## config.mk

```make
export PLATFORM = sky130hd
export DESIGN_NAME = projection_burst_sequencer_flat
export DESIGN_NICKNAME = d
export VERILOG_FILES = /design/src/rtl/projection_burst_sequencer_pkg.sv /design/src/rtl/projection_burst_sequencer_if.sv /design/src/rtl/projection_burst_sequencer.sv /design/src/flat_wrapper.sv
export SDC_FILE = /design/constraint.sdc
export NUM_CORES = 1
export LEC_CHECK = 0
export BUFFER_PORTS_ARGS = -buffer_cell sky130_fd_sc_hd__buf_4
export CAP_MARGIN = 5
export CORE_AREA = 2 2 115 117
export DETAILED_ROUTE_END_ITERATION = 8
export DIE_AREA = 0 0 117 119
export PLACE_DENSITY_LB_ADDON = 0.05
export SLEW_MARGIN = 20
export SYNTH_ARGS = -nofsm -noshare
export SYNTH_HDL_FRONTEND = slang
export SYNTH_SLANG_ARGS = --single-unit
```

## constraint.sdc

```tcl
create_clock -name ACLK -period 2.7 [get_ports ACLK]
set_input_delay 0.27 -clock ACLK [delete_from_list [all_inputs] [get_ports ACLK]]
set_output_delay 0.27 -clock ACLK [all_outputs]
set_load 0.02 [all_outputs]
```

## src/rtl/projection_burst_sequencer_pkg.sv

```systemverilog
// Shared definitions for the projection burst sequencer.
// Contents: sequencer state encoding, AXI response/burst/size codes,
// status bit positions, beat-counter width and the 4 KB crossing test.
package projection_burst_sequencer_pkg;

    localparam int MAX_LEN = 256;
    localparam int CNT_W   = $clog2(MAX_LEN);

    localparam logic [1:0] AXI_RESP_OKAY   = 2'b00;
    localparam logic [1:0] AXI_RESP_SLVERR = 2'b10;
    localparam logic [1:0] AXI_RESP_DECERR = 2'b11;
    localparam logic [1:0] AXI_BURST_INCR  = 2'b01;
    localparam logic [2:0] SIZE_4B         = 3'b010;

    // status[] bit positions
    localparam int ST_BRESP = 0;
    localparam int ST_RERR  = 1;
    localparam int ST_4K    = 2;

    typedef enum logic [2:0] {
        S_IDLE,
        S_CHK,
        S_AW,
        S_W,
        S_B,
        S_AR,
        S_R,
        S_DONE
    } state_e;

    // True when a burst of (len+1) 4-byte beats starting at page offset
    // 'off' would run past the end of its 4 KB page.
    function automatic logic crosses_4k(input logic [11:0] off, input logic [CNT_W-1:0] len);
        logic [13:0] end_off;
        end_off = {2'b00, off} + (({{(14-CNT_W){1'b0}}, len} + 14'd1) << 2);
        return end_off > 14'd4096;
    endfunction

endpackage

```

## src/rtl/projection_burst_sequencer_if.sv

```systemverilog
// AXI4 master-side bus between the sequencer and the projection core.
// Signals: AW (addr,len,size,burst,valid/ready), W (data,strb,last,valid/ready),
// B (resp,valid/ready), AR (addr,len,size,burst,valid/ready), R (data,resp,last,valid/ready).
// Handshake rule for every channel: a transfer happens on the clock edge where
// valid and ready are both high; a source holding valid keeps its payload
// stable until that edge, and valid never depends on ready.
interface projection_burst_sequencer_if #(
    parameter int ADDR_W = 32,
    parameter int DATA_W = 32
);
    logic [ADDR_W-1:0]   awaddr;
    logic [7:0]          awlen;
    logic [2:0]          awsize;
    logic [1:0]          awburst;
    logic                awvalid;
    logic                awready;
    logic [DATA_W-1:0]   wdata;
    logic [DATA_W/8-1:0] wstrb;
    logic                wlast;
    logic                wvalid;
    logic                wready;
    logic [1:0]          bresp;
    logic                bvalid;
    logic                bready;
    logic [ADDR_W-1:0]   araddr;
    logic [7:0]          arlen;
    logic [2:0]          arsize;
    logic [1:0]          arburst;
    logic                arvalid;
    logic                arready;
    logic [DATA_W-1:0]   rdata;
    logic [1:0]          rresp;
    logic                rlast;
    logic                rvalid;
    logic                rready;

    modport master (
        output awaddr, awlen, awsize, awburst, awvalid, input awready,
        output wdata, wstrb, wlast, wvalid, input wready,
        input bresp, bvalid, output bready,
        output araddr, arlen, arsize, arburst, arvalid, input arready,
        input rdata, rresp, rlast, rvalid, output rready
    );

    modport slave (
        input awaddr, awlen, awsize, awburst, awvalid, output awready,
        input wdata, wstrb, wlast, wvalid, output wready,
        output bresp, bvalid, input bready,
        input araddr, arlen, arsize, arburst, arvalid, output arready,
        output rdata, rresp, rlast, rvalid, input rready
    );
endinterface

```

## src/rtl/projection_burst_sequencer.sv

```systemverilog
// Runs one projection job: writes (cmd_len+1) stream words as one AXI INCR
// burst, waits for BRESP, reads the same window back and streams it out.
// Ports: ACLK/ARESETN clock and async active-low reset; cmd_valid/ready,
// cmd_addr, cmd_len job command; in_t* write-data stream; out_t* readback
// stream; done one-cycle end-of-job pulse; status error flags; m_axi AXI4
// master bus; dbg_state current sequencer state.
module projection_burst_sequencer
    import projection_burst_sequencer_pkg::*;
#(
    parameter int ADDR_W = 32,
    parameter int DATA_W = 32
) (
    input  logic              ACLK,
    input  logic              ARESETN,
    input  logic              cmd_valid,
    output logic              cmd_ready,
    input  logic [ADDR_W-1:0] cmd_addr,
    input  logic [CNT_W-1:0]  cmd_len,
    input  logic              in_tvalid,
    output logic              in_tready,
    input  logic [DATA_W-1:0] in_tdata,
    output logic              out_tvalid,
    input  logic              out_tready,
    output logic [DATA_W-1:0] out_tdata,
    output logic              out_tlast,
    output logic              done,
    output logic [2:0]        status,
    output state_e            dbg_state,
    projection_burst_sequencer_if.master m_axi
);

    state_e            state_q, state_d;
    logic [ADDR_W-1:0] addr_q, addr_d;
    logic [CNT_W-1:0]  len_q, len_d;
    logic [CNT_W-1:0]  cnt_q, cnt_d;
    logic [2:0]        status_q, status_d;
    logic              beat_last;

    assign beat_last = (cnt_q == len_q);

    always_ff @(posedge ACLK or negedge ARESETN) begin
        if (!ARESETN) begin
            state_q  <= S_IDLE;
            addr_q   <= '0;
            len_q    <= '0;
            cnt_q    <= '0;
            status_q <= '0;
        end else begin
            state_q  <= state_d;
            addr_q   <= addr_d;
            len_q    <= len_d;
            cnt_q    <= cnt_d;
            status_q <= status_d;
        end
    end

    always_comb begin
        state_d        = state_q;
        addr_d         = addr_q;
        len_d          = len_q;
        cnt_d          = cnt_q;
        status_d       = status_q;
        cmd_ready      = 1'b0;
        in_tready      = 1'b0;
        out_tvalid     = 1'b0;
        out_tlast      = 1'b0;
        done           = 1'b0;
        m_axi.awvalid  = 1'b0;
        m_axi.wvalid   = 1'b0;
        m_axi.bready   = 1'b0;
        m_axi.arvalid  = 1'b0;
        m_axi.rready   = 1'b0;
        unique case (state_q)
            S_IDLE: begin
                cmd_ready = 1'b1;
                cnt_d     = '0;
                if (cmd_valid) begin
                    // Word-align: the two low address bits are ignored.
                    addr_d   = cmd_addr & ~ADDR_W'(3);
                    len_d    = cmd_len;
                    status_d = '0;
                    state_d  = S_CHK;
                end
            end
            S_CHK: begin
                if (crosses_4k(addr_q[11:0], len_q)) begin
                    status_d[ST_4K] = 1'b1;
                    state_d         = S_DONE;
                end else begin
                    state_d = S_AW;
                end
            end
            S_AW: begin
                m_axi.awvalid = 1'b1;
                if (m_axi.awready) begin
                    cnt_d   = '0;
                    state_d = S_W;
                end
            end
            S_W: begin
                // Straight passthrough: the stream source sees the slave's wready.
                m_axi.wvalid = in_tvalid;
                in_tready    = m_axi.wready;
                if (in_tvalid && m_axi.wready) begin
                    if (beat_last) state_d = S_B;
                    else           cnt_d   = cnt_q + CNT_W'(1);
                end
            end
            S_B: begin
                m_axi.bready = 1'b1;
                if (m_axi.bvalid) begin
                    status_d[ST_BRESP] = (m_axi.bresp != AXI_RESP_OKAY);
                    state_d            = S_AR;
                end
            end
            S_AR: begin
                m_axi.arvalid = 1'b1;
                if (m_axi.arready) begin
                    cnt_d   = '0;
                    state_d = S_R;
                end
            end
            S_R: begin
                out_tvalid   = m_axi.rvalid;
                m_axi.rready = out_tready;
                out_tlast    = m_axi.rlast;
                if (m_axi.rvalid && out_tready) begin
                    // Flag a bad response or an RLAST that disagrees with our own count.
                    if ((m_axi.rresp != AXI_RESP_OKAY) || (m_axi.rlast != beat_last))
                        status_d[ST_RERR] = 1'b1;
                    // Exit on our count, so beats past len are never accepted.
                    if (beat_last) state_d = S_DONE;
                    else           cnt_d   = cnt_q + CNT_W'(1);
                end
            end
            S_DONE: begin
                done    = 1'b1;
                state_d = S_IDLE;
            end
            default: state_d = S_IDLE;
        endcase
    end

    assign m_axi.awaddr  = addr_q;
    assign m_axi.awlen   = len_q;
    assign m_axi.awsize  = SIZE_4B;
    assign m_axi.awburst = AXI_BURST_INCR;
    assign m_axi.wdata   = in_tdata;
    assign m_axi.wstrb   = '1;
    assign m_axi.wlast   = (state_q == S_W) && beat_last;
    assign m_axi.araddr  = addr_q;
    assign m_axi.arlen   = len_q;
    assign m_axi.arsize  = SIZE_4B;
    assign m_axi.arburst = AXI_BURST_INCR;
    assign out_tdata     = m_axi.rdata;
    assign status        = status_q;
    assign dbg_state     = state_q;

endmodule
```

## src/flat_wrapper.sv

```systemverilog
// flat-port wrapper written by rule: the top's interface ports become plain ports
module projection_burst_sequencer_flat import projection_burst_sequencer_pkg::*;
#(
    parameter int ADDR_W = 32,
    parameter int DATA_W = 32
)
  (ACLK, ARESETN, cmd_valid, cmd_ready, cmd_addr, cmd_len, in_tvalid, in_tready, in_tdata, out_tvalid, out_tready, out_tdata, out_tlast, done, status, dbg_state, m_axi_awaddr, m_axi_awlen, m_axi_awsize, m_axi_awburst, m_axi_awvalid, m_axi_awready, m_axi_wdata, m_axi_wstrb, m_axi_wlast, m_axi_wvalid, m_axi_wready, m_axi_bresp, m_axi_bvalid, m_axi_bready, m_axi_araddr, m_axi_arlen, m_axi_arsize, m_axi_arburst, m_axi_arvalid, m_axi_arready, m_axi_rdata, m_axi_rresp, m_axi_rlast, m_axi_rvalid, m_axi_rready);
  projection_burst_sequencer_if #(.ADDR_W(ADDR_W), .DATA_W(DATA_W)) m_axi_i ();
  input  logic ACLK;
  input  logic ARESETN;
  input  logic cmd_valid;
  output logic cmd_ready;
  input  logic [ADDR_W-1:0] cmd_addr;
  input  logic [CNT_W-1:0] cmd_len;
  input  logic in_tvalid;
  output logic in_tready;
  input  logic [DATA_W-1:0] in_tdata;
  output logic out_tvalid;
  input  logic out_tready;
  output logic [DATA_W-1:0] out_tdata;
  output logic out_tlast;
  output logic done;
  output logic [2:0] status;
  output state_e dbg_state;
  output wire logic [$bits(m_axi_i.awaddr)-1:0] m_axi_awaddr;
  output wire logic [$bits(m_axi_i.awlen)-1:0] m_axi_awlen;
  output wire logic [$bits(m_axi_i.awsize)-1:0] m_axi_awsize;
  output wire logic [$bits(m_axi_i.awburst)-1:0] m_axi_awburst;
  output wire logic [$bits(m_axi_i.awvalid)-1:0] m_axi_awvalid;
  input wire logic [$bits(m_axi_i.awready)-1:0] m_axi_awready;
  output wire logic [$bits(m_axi_i.wdata)-1:0] m_axi_wdata;
  output wire logic [$bits(m_axi_i.wstrb)-1:0] m_axi_wstrb;
  output wire logic [$bits(m_axi_i.wlast)-1:0] m_axi_wlast;
  output wire logic [$bits(m_axi_i.wvalid)-1:0] m_axi_wvalid;
  input wire logic [$bits(m_axi_i.wready)-1:0] m_axi_wready;
  input wire logic [$bits(m_axi_i.bresp)-1:0] m_axi_bresp;
  input wire logic [$bits(m_axi_i.bvalid)-1:0] m_axi_bvalid;
  output wire logic [$bits(m_axi_i.bready)-1:0] m_axi_bready;
  output wire logic [$bits(m_axi_i.araddr)-1:0] m_axi_araddr;
  output wire logic [$bits(m_axi_i.arlen)-1:0] m_axi_arlen;
  output wire logic [$bits(m_axi_i.arsize)-1:0] m_axi_arsize;
  output wire logic [$bits(m_axi_i.arburst)-1:0] m_axi_arburst;
  output wire logic [$bits(m_axi_i.arvalid)-1:0] m_axi_arvalid;
  input wire logic [$bits(m_axi_i.arready)-1:0] m_axi_arready;
  input wire logic [$bits(m_axi_i.rdata)-1:0] m_axi_rdata;
  input wire logic [$bits(m_axi_i.rresp)-1:0] m_axi_rresp;
  input wire logic [$bits(m_axi_i.rlast)-1:0] m_axi_rlast;
  input wire logic [$bits(m_axi_i.rvalid)-1:0] m_axi_rvalid;
  output wire logic [$bits(m_axi_i.rready)-1:0] m_axi_rready;
  assign m_axi_awaddr = m_axi_i.awaddr;
  assign m_axi_awlen = m_axi_i.awlen;
  assign m_axi_awsize = m_axi_i.awsize;
  assign m_axi_awburst = m_axi_i.awburst;
  assign m_axi_awvalid = m_axi_i.awvalid;
  assign m_axi_i.awready = m_axi_awready;
  assign m_axi_wdata = m_axi_i.wdata;
  assign m_axi_wstrb = m_axi_i.wstrb;
  assign m_axi_wlast = m_axi_i.wlast;
  assign m_axi_wvalid = m_axi_i.wvalid;
  assign m_axi_i.wready = m_axi_wready;
  assign m_axi_i.bresp = m_axi_bresp;
  assign m_axi_i.bvalid = m_axi_bvalid;
  assign m_axi_bready = m_axi_i.bready;
  assign m_axi_araddr = m_axi_i.araddr;
  assign m_axi_arlen = m_axi_i.arlen;
  assign m_axi_arsize = m_axi_i.arsize;
  assign m_axi_arburst = m_axi_i.arburst;
  assign m_axi_arvalid = m_axi_i.arvalid;
  assign m_axi_i.arready = m_axi_arready;
  assign m_axi_i.rdata = m_axi_rdata;
  assign m_axi_i.rresp = m_axi_rresp;
  assign m_axi_i.rlast = m_axi_rlast;
  assign m_axi_i.rvalid = m_axi_rvalid;
  assign m_axi_rready = m_axi_i.rready;
  projection_burst_sequencer #(.ADDR_W(ADDR_W), .DATA_W(DATA_W)) u_core (.ACLK(ACLK), .ARESETN(ARESETN), .cmd_valid(cmd_valid), .cmd_ready(cmd_ready), .cmd_addr(cmd_addr), .cmd_len(cmd_len), .in_tvalid(in_tvalid), .in_tready(in_tready), .in_tdata(in_tdata), .out_tvalid(out_tvalid), .out_tready(out_tready), .out_tdata(out_tdata), .out_tlast(out_tlast), .done(done), .status(status), .dbg_state(dbg_state), .m_axi(m_axi_i));
endmodule
```

---- Yosys cells after proc, flatten, opt, wreduce, memory -nomap -nowiden ----
Cells that the tools add are included.
storage, ports and cells
  register bits ........................... 52
  latch bits .............................. 0
  memory bits (writable) .................. 0
  bits in read-only memories .............. 0
  input port bits ......................... 119
  output and inout bits ................... 175
  logic and storage cells ................. 81
  memories ................................ 0
cells by class
  add/sub/neg operators ................... 3
  $mul .................................... 0
  div/mod/pow operators ................... 0
  $lt $le $gt $ge ......................... 1
  equality and inequality tests ........... 19
  shifts and indexed selects .............. 0
  multiplexer cells ....................... 34
  bitwise operators ....................... 0
  reduce and logical (&&, ||, !) cells .... 17
operators by type and width
  cell                                                                               count
  8-bit two-way mux                                                                  5
  8-bit case mux with 5 select lines                                                 1
  3-bit two-way mux                                                                  10
  3-bit case mux with 8 select lines                                                 1
  12-bit by 14-bit adder with 14-bit output                                          1
  14-bit by 13-bit greater-than comparator with 1-bit output, second input constant  1
  1-bit two-way mux                                                                  14
  3-bit == test, second input constant                                               4
  2-bit by 1-bit inequality test with 1-bit output, second input constant            6
  2-bit nonzero test                                                                 5
  8-bit by 1-bit adder with 9-bit output, second input constant                      1
  8-bit by 1-bit adder with 8-bit output, second input constant                      1
  8-bit == test                                                                      1
  2-bit inequality test, second input constant                                       4
  8-bit AND reduction                                                                1
  3-bit by 2-bit == test with 1-bit output, second input constant                    2
  1-bit case mux with 2 select lines                                                 3
  3-bit AND reduction                                                                2
  5-bit AND reduction                                                                1
  5-bit nonzero test                                                                 1
  4-bit AND reduction                                                                1
  3-bit by 1-bit == test with 1-bit output, second input constant                    1
  1-bit logical AND                                                                  3
  3-bit logical NOT                                                                  1
  other kinds (3)                                                                    3

---- Longest topological paths before layout ----
  depth after elaboration ................. 6
  mapped depth ............................ 12
  gate-level depth less buffers ........... 11

---- Least setup slack after synthesis ----
No wires, ideal clock.
  path type ............................... register -> register
  start point ............................. register u_core.len_q[1], in the netlist u_core.m_axi.arlen[1]
  end point ............................... register u_core.state_q[2], in the netlist u_core.dbg_state[2]
  setup time .............................. 0.143 ns
  data arrival time ....................... 2.735 ns
  data required time ...................... 2.557 ns
  setup slack ............................. -0.178 ns
  cell stages (with the launch flop) ...... 13
  buffers on the path ..................... 1
  period minus slack after synthesis ...... 2.878 ns
  cell sequence ........................... dfrtp_1 -> ha_1 -> nand3_1 -> nor2_1 -> xor2_1 -> ha_1 -> clkbuf_1 -> nor2b_1 -> a2111oi_0 -> nor4bb_1 -> o2111ai_1 -> o31ai_1 -> nand3_1
between the ends
  cells in the longest elaborated chain, start to end .. 5
  elaborated cells on any way between the ends .. 9
  classes of those cells .................. 2 x add/sub; 1 x order compare; 3 x eq/ne; 2 x mux; 1 x reduce/logical
RTL lines
  item                                                        RTL line                              RTL
  from (decl)                                                 projection_burst_sequencer.sv:34      logic [CNT_W-1:0] len_q, len_d;
  from (signal assigned)                                      projection_burst_sequencer.sv:51      len_q <= len_d;
  8-bit by 1-bit adder with 9-bit output                      projection_burst_sequencer_pkg.sv:35  end_off = {2'b00, off} + (({{(14-CNT_W){1'b0}}, len} + 14'd1) << 2);
  12-bit by 14-bit adder with 14-bit output                   projection_burst_sequencer_pkg.sv:35
  14-bit by 13-bit greater-than comparator with 1-bit output  projection_burst_sequencer_pkg.sv:36  return end_off > 14'd4096;
  3-bit two-way mux                                           projection_burst_sequencer.sv:86      if (crosses_4k(addr_q[11:0], len_q)) begin
  3-bit case mux with 8 select lines                          projection_burst_sequencer.sv:73      unique case (state_q)
  to (signal assigned)                                        projection_burst_sequencer.sv:49      state_q <= state_d;
  to (decl)                                                   projection_burst_sequencer.sv:32      state_e state_q, state_d;
Parallel ways exist; a longest one is shown, timed or not.
A chain may end at the register's enable or synchronous reset.

---- Worst setup path after layout ----
  start point ............................. register u_core.len_q[0], in the netlist u_core.m_axi.arlen[0]
  end point ............................... register u_core.state_q[2], in the netlist u_core.dbg_state[2]
Same word-level chain as after synthesis.

==> flow_results.xml <==
<?xml version="1.0" encoding="UTF-8"?>
<metrics>
  <group name="grt">
    <metric name="grt_first_pass_wirelength" unit="um">17000</metric>
    <metric name="overall_fraction_of_global_route_tracks_in_use" unit="%">15.9</metric>
    <metric name="number_of_antenna_violations_at_the_first_check_in_global_routing" unit="">0</metric>
    <metric name="grt_overflow_total" unit="">0</metric>
    <metric name="first_global_vias" unit="">3055</metric>
    <metric name="grt_max_degree" unit="">53</metric>
  </group>
  <group name="job">
    <metric name="maxCapViolCount" unit="">0</metric>
  </group>
  <group name="final_layout">
    <metric name="finalCoreUtilization" unit="%">36.9</metric>
    <metric name="design.final.nets" unit="">670</metric>
    <metric name="multi_input_area" unit="um^2">1730</metric>
    <metric name="layoutNonFillerInstCount" unit="">714</metric>
    <metric name="layout-drive-gt1-share" unit="%">36.8</metric>
    <metric name="area_delta_synth_final" unit="%">22.3</metric>
    <metric name="n_fill_cell" unit="">1356</metric>
    <metric name="diodes" unit="">0</metric>
    <metric name="seqCellArea" unit="um^2">1310</metric>
  </group>
  <group name="placed_design">
    <metric name="numPlacedInstances" unit="">703</metric>
    <metric name="io_buffers" unit="">145</metric>
    <metric name="post_detail_place_hpwl" unit="um">8860</metric>
    <metric name="place_congestion" unit="">0.825</metric>
    <metric name="placement.setup.worst_slack" unit="ns">-0.0934</metric>
  </group>
  <group name="sta">
    <metric name="slew-limit-headroom" unit="%">53.5</metric>
    <metric name="post-route-period-util" unit="%">101</metric>
    <metric name="rsz0062_at_grt" unit="">true</metric>
    <metric name="worst_pin_slew" unit="ns">0.697</metric>
    <metric name="final.setup_skew" unit="ns">0.00870</metric>
    <metric name="max_freq" unit="MHz">368</metric>
    <metric name="hold_violations" unit="">0</metric>
    <metric name="final.min_clock_period" unit="ns">2.72</metric>
    <metric name="final_max_slew_viol_count" unit="">0</metric>
    <metric name="timing.final.ws_setup" unit="ns">-0.0179</metric>
    <metric name="setup_violations" unit="">3</metric>
    <metric name="hold_slack" unit="ns">0.0191</metric>
  </group>
  <group name="setup_path">
    <metric name="critPathCaptureType" unit="">flip-flop</metric>
    <metric name="rr_endpoint" unit="">u_core.dbg_state[2]</metric>
    <metric name="reg2reg_depth" unit="">13</metric>
    <metric name="critical_path.reg2reg.startpoint" unit="">u_core.m_axi.arlen[0]</metric>
    <metric name="critical_path_arrival" unit="ns">2.90</metric>
    <metric name="critical_path.startpoint_type" unit="">flip-flop</metric>
    <metric name="cp_max_fo" unit="">5</metric>
    <metric name="criticalPathCategory" unit="">reg2reg</metric>
    <metric name="worstPathRequired" unit="ns">2.88</metric>
    <metric name="ff2ff_setup_slack" unit="ns">-0.02</metric>
  </group>
  <group name="synthesis">
    <metric name="synth-seq-area-share" unit="%">33.5</metric>
    <metric name="post_synth_instance_area" unit="um^2">3880</metric>
    <metric name="yosys.area_share.xor_xnor" unit="%">4.51</metric>
    <metric name="postSynthCellCount" unit="">479</metric>
    <metric name="synth_edf_count" unit="">0</metric>
    <metric name="largest_family_of_logic_cells_by_synthesized_area" unit="">buffers and inverters</metric>
    <metric name="synth-async-reset-ratio" unit="%">100</metric>
    <metric name="yosys_most_used_dff" unit="">sky130_fd_sc_hd__dfrtp_1</metric>
    <metric name="synth_simple_gate_area_share" unit="%">21.8</metric>
    <metric name="synth.lib_cells_used.distinct" unit="">48</metric>
    <metric name="synthAdderAreaFrac" unit="%">4.71</metric>
    <metric name="ys.warnings.count" unit="">0</metric>
    <metric name="ys_seq_elements" unit="">52</metric>
    <metric name="synth_compound_gate_area_share" unit="%">9.47</metric>
    <metric name="syn_avg_cell_area" unit="um^2">8.11</metric>
    <metric name="synthMuxAreaShare" unit="%">0.516</metric>
  </group>
  <group name="power">
    <metric name="cell_leakage_power" unit="nW">2.54</metric>
    <metric name="finalPower" unit="mW">4.67</metric>
    <metric name="vdd_drop_max" unit="V">0.000369</metric>
    <metric name="power-per-cell-area" unit="nW/um^2">983</metric>
  </group>
  <group name="cts">
    <metric name="cts.sinks" unit="">52</metric>
    <metric name="insertion_delay" unit="ns">0.30</metric>
    <metric name="cts_root_buf" unit="">sky130_fd_sc_hd__clkbuf_16</metric>
    <metric name="clk_pin_slew_worst_paths" unit="ns">0.07</metric>
    <metric name="cts_bufs_inserted" unit="">5</metric>
    <metric name="htreeDepth" unit="">2</metric>
    <metric name="maximum_buffer_depth_of_the_clock_tree" unit="">2</metric>
    <metric name="tritoncts_clock_tree" unit="">yes</metric>
  </group>
  <group name="floorplanning">
    <metric name="effective_utilization_at_floorplan" unit="%">30.2</metric>
    <metric name="placeableCoreArea" unit="um^2">12900</metric>
    <metric name="floorplan.die_area" unit="um^2">13900</metric>
    <metric name="boundaryPins" unit="">294</metric>
    <metric name="fp.dieW" unit="um">117</metric>
    <metric name="fp.dieH" unit="um">119</metric>
    <metric name="rows" unit="">42</metric>
  </group>
  <group name="status">
    <metric name="violations_in_the_final_reports" unit="">setup timing</metric>
    <metric name="status" unit="">finished with violations</metric>
  </group>
  <group name="route">
    <metric name="first_pass_iters" unit="">4</metric>
    <metric name="detail_route.wirelength" unit="um">11400</metric>
    <metric name="drt-wirelength-per-cell" unit="um">15.9</metric>
    <metric name="detailed_route_via_count" unit="">3166</metric>
    <metric name="antenna_violating_nets_post_route" unit="">0</metric>
    <metric name="avgViaCountPerCell" unit="">4.43</metric>
    <metric name="drc" unit="">0</metric>
    <metric name="detail_route.iter0.violations" unit="">160</metric>
  </group>
  <group name="hold_path">
    <metric name="holdCritPathClass" unit="">in2async</metric>
  </group>
</metrics>
==> worst max-delay path by stage <==
stage / start / end / slack [ns] / cells after the start
final: u_core.m_axi.arlen[0] / u_core.dbg_state[2] / -0.02 / 13
after global routing: u_core.m_axi.arlen[0] / u_core.dbg_state[0] / -0.22 / 13
after CTS: u_core.m_axi.arlen[0] / u_core.dbg_state[0] / -0.03 / 12
after detailed placement: u_core.m_axi.arlen[0] / u_core.dbg_state[2] / -0.09 / 12
after global placement: u_core.m_axi.arlen[0] / u_core.dbg_state[2] / -0.12 / 12
after floorplan: u_core.m_axi.arlen[1] / u_core.dbg_state[2] / -0.02 / 12
==> synthesized netlist by cell type (all sizes together) (2+ instances only) <==
cell	number	area [um^2]
a21o	2	15.0
a21oi	11	55.1
a31oi	3	18.8
a41oi	2	17.5
and2	3	18.8
and3	9	56.3
buf	123	915
clkbuf	15	56.3
conb	2	7.51
dfrtp	52	1300
ha	13	163
inv	3	11.3
mux2i	2	20.0
nand2	134	503
nand2b	3	18.8
nand3	12	60.1
nand4	4	25.0
nor2	9	33.8
nor3	3	15.0
nor3b	4	30.0
nor4	4	25.0
nor4bb	2	20.0
o2111ai	3	26.3
o211ai	4	30.0
o21ai	14	70.1
o31ai	5	37.5
or2	2	12.5
or4	2	15.0
xnor2	7	61.3
xor2	13	114
==> per-layer routing <==
| layer | global-route usage [%] | up-vias | wire length, um |
|---|---|---|---|
| met3 | 4.53 | 11 | 893 |
| met1 | 18.3 | 1449 | 4310 |
| li1 | - | 1563 | - |
| met4 | 3.97 | 0 | 138 |
| met2 | 28.5 | 143 | 6020 |
| met5 | 0 | - | 0 |
==> through the flow <==
step	setup TNS, ns	area (um^2)
after floorplan	-0.0295	3980
after global placement	-0.344	4510
after detailed placement	-0.257	4510
after CTS	-0.0851	4720
after global routing	-0.613	4750
final	-0.0351	4750
==> cells in the final DEF (no fill, tap or decap), drive strengths merged, types with 2 or more instances in the layout <==
master	instances
buf	173
nand2	134
dfrtp	52
conb	18
o21ai	14
xor2	13
ha	13
nand3	12
a21oi	11
and3	9
nor2	9
xnor2	7
clkbuf	7
o31ai	5
nor4	4
nor3b	4
nand4	4
o211ai	4
inv	3
nor3	3
a31oi	3
o2111ai	3
nand2b	3
and2	3
a21o	2
or4	2
a41oi	2
mux2i	2
or2	2
nor4bb	2
==> worst max-delay path, stage by stage, from the launching register on <==
cell and delay (ns):
sky130_fd_sc_hd__dfrtp_2 0.42, sky130_fd_sc_hd__ha_4 0.17, sky130_fd_sc_hd__nand3_4 0.09, sky130_fd_sc_hd__nor2_4 0.12, sky130_fd_sc_hd__xor2_1 0.16, sky130_fd_sc_hd__ha_1 0.26
sky130_fd_sc_hd__buf_4 0.14, sky130_fd_sc_hd__nor3b_1 0.14, sky130_fd_sc_hd__o211ai_1 0.16, sky130_fd_sc_hd__nor4bb_2 0.34, sky130_fd_sc_hd__o2111ai_1 0.18, sky130_fd_sc_hd__o31ai_2 0.21
sky130_fd_sc_hd__buf_4 0.16, sky130_fd_sc_hd__nand3_1 0.06
==> state kept, by name (all words and copies together), names as in the netlist <==
register and count:
u_core.m_axi.arlen 8, u_core.cnt_q 8, u_core.m_axi.araddr 30, u_core.status 3, u_core.dbg_state 3
==> final cells by class <==
| cell class | instances | share of cell area [%] |
|---|---|---|
| multi-input cells | 302 | 36.5 |
| well taps | 176 | 4.64 |
| flip-flops and latches | 52 | 27.5 |
| inverters | 3 | 0.237 |
| clock buffers | 7 | 2.79 |
| clock inverters | 1 | 0.632 |
| repair buffers | 173 | 27.7 |
==> cells by family after synthesis <==
group / after synthesis
xor gates and xnor gates: 20
AOI/OAI and AO/OA: 55
adders and majority gates: 14
and+or+nand+nor: 193
other: 2
muxes: 2
buffers and inverters: 141
DFF: 52
==> report_power, final <==
part	internal (mW)	switching (mW)
logic	1.18	1.42
clock network	0.439	0.290
registers	1.02	0.324
total	2.63	2.04
==> timing repair <==
item / 4_1_cts / 5_1_grt
hold buffers: 0 / 0
setup endpoints to repair: 3 / 4
endpoints found under the hold margin: 0 / 0
pin swaps: 4 / 1
resized for setup: 7 / 8
setup buffers: 3 / 0
No activity file was read; power rests on OpenSTA's default activity.
